### src/rtl/miriscv_pkg.sv
// Shared core parameters and types.
// Includes the instruction-memory bridge FSM states.
package miriscv_pkg;

    localparam int unsigned XLEN = 32;

    typedef enum logic [1:0] {
        IMB_IDLE   = 2'd0,
        IMB_ACTIVE = 2'd1,
        IMB_FLUSH  = 2'd2
    } imb_state_e;

endpackage

### src/rtl/miriscv_instr_mem_bridge.sv
// Fetch port to pipelined req/gnt/rvalid instruction bus bridge.
// Tracks outstanding transactions and drops responses of killed fetches.
module miriscv_instr_mem_bridge
    import miriscv_pkg::*;
#(
    parameter int unsigned DEPTH = 2
) (
    input  logic            clk_i,
    input  logic            arstn_i,
    input  logic            flush_i,
    input  logic            core_req_i,
    input  logic [XLEN-1:0] core_addr_i,
    output logic            core_rvalid_o,
    output logic [XLEN-1:0] core_rdata_o,
    output logic            busy_o,
    output logic            err_o,
    output logic            mem_req_o,
    output logic [XLEN-1:0] mem_addr_o,
    input  logic            mem_gnt_i,
    input  logic            mem_rvalid_i,
    input  logic [XLEN-1:0] mem_rdata_i
);

    localparam int unsigned CW = $clog2(DEPTH + 1);
    localparam logic [CW-1:0] DEPTH_C = CW'(DEPTH);
    localparam logic [CW-1:0] ZERO_C = '0;
    localparam logic [CW-1:0] ONE_C = CW'(1);

    imb_state_e    state_q, state_d;
    logic [CW-1:0] out_cnt_q, out_cnt_d;
    logic [CW-1:0] drop_cnt_q, drop_cnt_d;
    logic [CW-1:0] cnt_upd;
    logic          err_q;
    logic          accept;
    logic          rsp;
    logic          in_flush;

    assign in_flush = (state_q == IMB_FLUSH);
    assign accept   = mem_req_o & mem_gnt_i;
    // Only responses with something outstanding are counted.
    assign rsp      = mem_rvalid_i & (out_cnt_q != ZERO_C);
    assign cnt_upd  = out_cnt_q + CW'(accept) - CW'(rsp);

    assign mem_req_o  = core_req_i & (out_cnt_q < DEPTH_C) & ~in_flush;
    assign mem_addr_o = core_addr_i;
    assign busy_o     = (core_req_i & ~accept) | in_flush;

    // A response landing in the flush cycle belongs to a killed fetch.
    assign core_rvalid_o = mem_rvalid_i & (drop_cnt_q == ZERO_C)
                         & (out_cnt_q != ZERO_C) & ~flush_i;
    assign core_rdata_o  = mem_rdata_i;
    assign err_o         = err_q;

    always_comb begin
        state_d    = state_q;
        out_cnt_d  = cnt_upd;
        drop_cnt_d = drop_cnt_q;
        unique case (state_q)
            IMB_FLUSH: begin
                if (rsp) begin
                    drop_cnt_d = drop_cnt_q - ONE_C;
                end
                if (drop_cnt_d == ZERO_C) begin
                    state_d = (cnt_upd != ZERO_C) ? IMB_ACTIVE : IMB_IDLE;
                end
            end
            default: begin
                if (flush_i && cnt_upd != ZERO_C) begin
                    drop_cnt_d = cnt_upd;
                    state_d    = IMB_FLUSH;
                end else if (flush_i) begin
                    state_d = IMB_IDLE;
                end else begin
                    state_d = (cnt_upd != ZERO_C) ? IMB_ACTIVE : IMB_IDLE;
                end
            end
        endcase
    end

    always_ff @(posedge clk_i or negedge arstn_i) begin
        if (!arstn_i) begin
            state_q    <= IMB_IDLE;
            out_cnt_q  <= '0;
            drop_cnt_q <= '0;
            err_q      <= 1'b0;
        end else begin
            state_q    <= state_d;
            out_cnt_q  <= out_cnt_d;
            drop_cnt_q <= drop_cnt_d;
            if (mem_rvalid_i && out_cnt_q == ZERO_C) begin
                err_q <= 1'b1;
            end
        end
    end

endmodule

### config.mk
export PLATFORM = sky130hd
export DESIGN_NAME = miriscv_instr_mem_bridge
export DESIGN_NICKNAME = d
export VERILOG_FILES = /design/src/rtl/miriscv_pkg.sv /design/src/rtl/miriscv_instr_mem_bridge.sv
export SDC_FILE = /design/constraint.sdc
export NUM_CORES = 1
export LEC_CHECK = 0
export CAP_MARGIN = 20
export CORE_MARGIN = 3
export CORE_UTILIZATION = 21
export CTS_BUF_LIST = sky130_fd_sc_hd__clkbuf_8
export CTS_CLUSTER_DIAMETER = 120
export DETAILED_ROUTE_END_ITERATION = 6
export PLACE_DENSITY = 0.81
export SYNTH_ARGS = -nofsm -noshare
export SYNTH_HDL_FRONTEND = slang
export SYNTH_SLANG_ARGS = --single-unit
### constraint.sdc
create_clock -name clk_i -period 2.1 [get_ports clk_i]
set_input_delay 0.21 -clock clk_i [delete_from_list [all_inputs] [get_ports clk_i]]
set_output_delay 0.21 -clock clk_i [all_outputs]
set_load 0.01 [all_outputs]
==> results.txt <==
Post-Syn Area per Cell: 8.492 µm²
capture instance of the worst register-to-register path: drop_cnt_q[1]
Worst-Skew Late Latency: 0.23 ns
horizontal extent of the die: 72.09 µm
diodes inserted: 0
number of nets still failing antenna checks after routing: 0
type of element launching the critical path: flop
crit share post-route: 99.81%
grt met2 use: 8.595%
maximum clock insertion buffer count: 2
data arrival time of the critical path: 2.20 ns
total number of vias: 477
origin of the worst setup path: state_q[1]
setup slack of the critical path after layout: 0.004008 ns
global-route met1 utilization: 4.641%
total of flip-flops plus latches after synthesis: 7
type of the most critical hold path: in -> async
placer congestion estimate: 0.8662
most common cell after layout, fill and taps aside: buf_4
endpoint required time on the critical path: 2.20 ns
global-route usage over all layers: 5.584%
number of core rows: 23
leading cell types in the layout, fill and taps excluded: buf_4 (12), clkdlybuf4s50_1 (9), inv_1 (7), dfrtp_1 (6)
kind of critical path: reg -> reg
DRC violations left: 0
Netlist Area Pre-Place: 917.1 µm²
average wire length per cell after detail routing: 12.04 µm
detailed placement HPWL: 1.108 mm
time the final worst path needs with I/O delays and setup: 2.096 ns
detailed-router iteration count before antenna repair: 4
DP Area: 675.6 µm²
Post-Syn Nets: 181
layer carrying the most global-route usage: met2
synthesis warning total: 0
switching power: 436.9 µW
Initial DRC Count: 18
count of cell types in the netlist: 27
worst setup timing slack at the placement stage: -0.1937 ns
part of the total power dissipated in sequential elements: 22.1%
effective utilization at floorplan: 22.29%
highest clock frequency the design can meet: 477.1 MHz
via count normalized by instance count: 4.008
actual transition at the worst max-transition pin: 0.3193 ns
worst reg2reg path depth: 10
Post-synth EDFFs: 0
core area: 0.004115 mm²
clock tree skew after final layout: 0.006036 ns
number of global-route vias before repair: 520
CP Max Fanout: 3
leakage power total: 0.0003464 µW
relative max-transition margin: 78.65%
Post-Layout Inst Area: 748.2 µm²
count of final hold-check violations: 0
ratio of cells with drive above 1 in the final layout: 28.99%
TritonCTS Buffers: 3
slack of the worst reg-to-reg path: 0.004 ns
count of input and output buffers: 9
clock tree root buffer cell: clkbuf_8
final layout net count: 143
Clk network pwr share: 15.3%
sequential share of the synthesized area: 19.10%
summed negative setup slack over all endpoints: 0 ns
routed wire length: 1.433 mm
TritonCTS clock tree: yes
clock transition at the register clock pins on the worst setup and hold paths after CTS: 0.04 ns
leading register cell type out of synthesis: dfrtp_1
worst vdd ir: 0.3010 mV
number of top-level design ports: 138
number of inserted filler cells in the final layout: 447
floorplan die area: 0.005196 mm²
Critical Path End: drop_cnt_q[1]
number of clock sinks: 7
max-cap check violation count: 0
critical path capture point type: flop
pwr/cell area: 1627 mW/mm²
result of the run: complete, no violations
signed area change from the synthesized netlist to the final layout: -18.42%
synthesized netlist cell count: 108
share of synthesized registers carrying an async set or reset: 100.0%
global-route wire length before repair: 2.304 mm
M3 GR Usage: 2.632%
Net Sw Frac: 35.88%
beginning of the worst register-to-register path: state_q[1]
initial antenna violation count: 0
setup repair after global routing missed its margin: yes
aggregate global routing overflow: 0
CTS H-tree depth: 1
Final Max Tran Viols: 0
Power Internal: 780.6 µW
number of endpoints failing setup at the final stage: 0
y dimension of the die: 72.09 µm
part of the power in combinational logic: 62.6%
pin count of the biggest net entering global routing: 8
==> synthesized netlist by cell type (2+ instances only) <==
cell type | instances | share of area, %
a21o_1 | 2 | 1.6
buf_4 | 64 | 52
dfrtp_1 | 7 | 19
ha_1 | 3 | 4.1
inv_1 | 6 | 2.5
nand2_1 | 3 | 1.2
nor3b_1 | 3 | 2.5
==> registers in the layout (all words and copies together) (netlist names) <==
signal      flops
out_cnt_q       2
drop_cnt_q      2
err_o           1
state_q         2
==> per-stage QoR <==
stage / hold WS [ns] / power [µW] / instances / utilization (%)
after floorplan: -0.08559 / 765.3 / 108 / -
after global placement: 0.4201 / 926.8 / 112 / 16.42
after detailed placement: 0.4201 / 939.6 / 112 / 16.42
after CTS: 0.2540 / 1176 / 117 / 17.82
after global routing: 0.2709 / 1333 / 119 / 18.18
final: 0.2427 / 1217 / 119 / 18.18
==> worst max-delay path, cell delays in order, from the launching register on <==
cell and delay, ns:
dfrtp_1 0.37, nor2b_4 0.14, nor3b_4 0.18, nand2_1 0.08
ha_1 0.28, inv_1 0.06, ha_1 0.14, xnor3_1 0.25
inv_2 0.09, o211ai_1 0.08, a221o_1 0.31
==> logic make-up (layout without fill, tap and decap cells) <==
family	Yosys count	after routing	share of synthesized area (%)
buf+inv	71	32	55.25
simple gates	13	13	8.185
compound gates	12	12	9.822
flops	7	7	19.10
fa+ha+maj	3	3	4.093
xor+xnor	1	1	2.455
mux	1	1	1.091
==> power by group through the flow <==
stage / Sequential, µW / Clock, µW / Combinational (µW)
after CTS: 270 / 192 / 714
final: 269 / 186 / 762
after global placement: 263 / 0 / 664
after floorplan: 258 / 0 / 508
after global routing: 281 / 204 / 848
after detailed placement: 266 / 0 / 674
==> repair_timing <==
item,CTS,global route
hold buffers,0,0
pin swaps,2,0
setup buffers,1,2
endpoints found under the setup margin,1,2
gates resized for setup,2,0
==> cell type report <==
type | count | area, µm² | share of cell area, %
Multi-Input combinational cell | 30 | 257.7 | 34.45
Timing Repair Buffer | 21 | 180.2 | 24.08
Sequential cell | 7 | 176.4 | 23.58
Tap cell | 50 | 62.56 | 8.361
Clock buffer | 3 | 41.29 | 5.518
Inverter | 7 | 26.28 | 3.512
Clock inverter | 1 | 3.754 | 0.5017
==> routing by layer <==
metal	up-vias	part of all wire [%]
li1	213	-
met1	214	31
met2	28	47
met3	22	14
met4	0	8.2
met5	-	0
==> worst min-delay path by stage <==
| stage | startpoint | to | cells past startpoint |
|---|---|---|---|
| 4_1_cts | arstn_i | err_o | 1 |
| 6_report | arstn_i | err_o | 1 |
| 3_3_place_gp | mem_rdata_i[11] | core_rdata_o[11] | 0 |
| 5_1_grt | arstn_i | err_o | 1 |
| 2_1_floorplan | arstn_i | drop_cnt_q[0] | 0 |
| 3_5_place_dp | mem_rdata_i[11] | core_rdata_o[11] | 0 |
(Power assumes the default switching activity.)
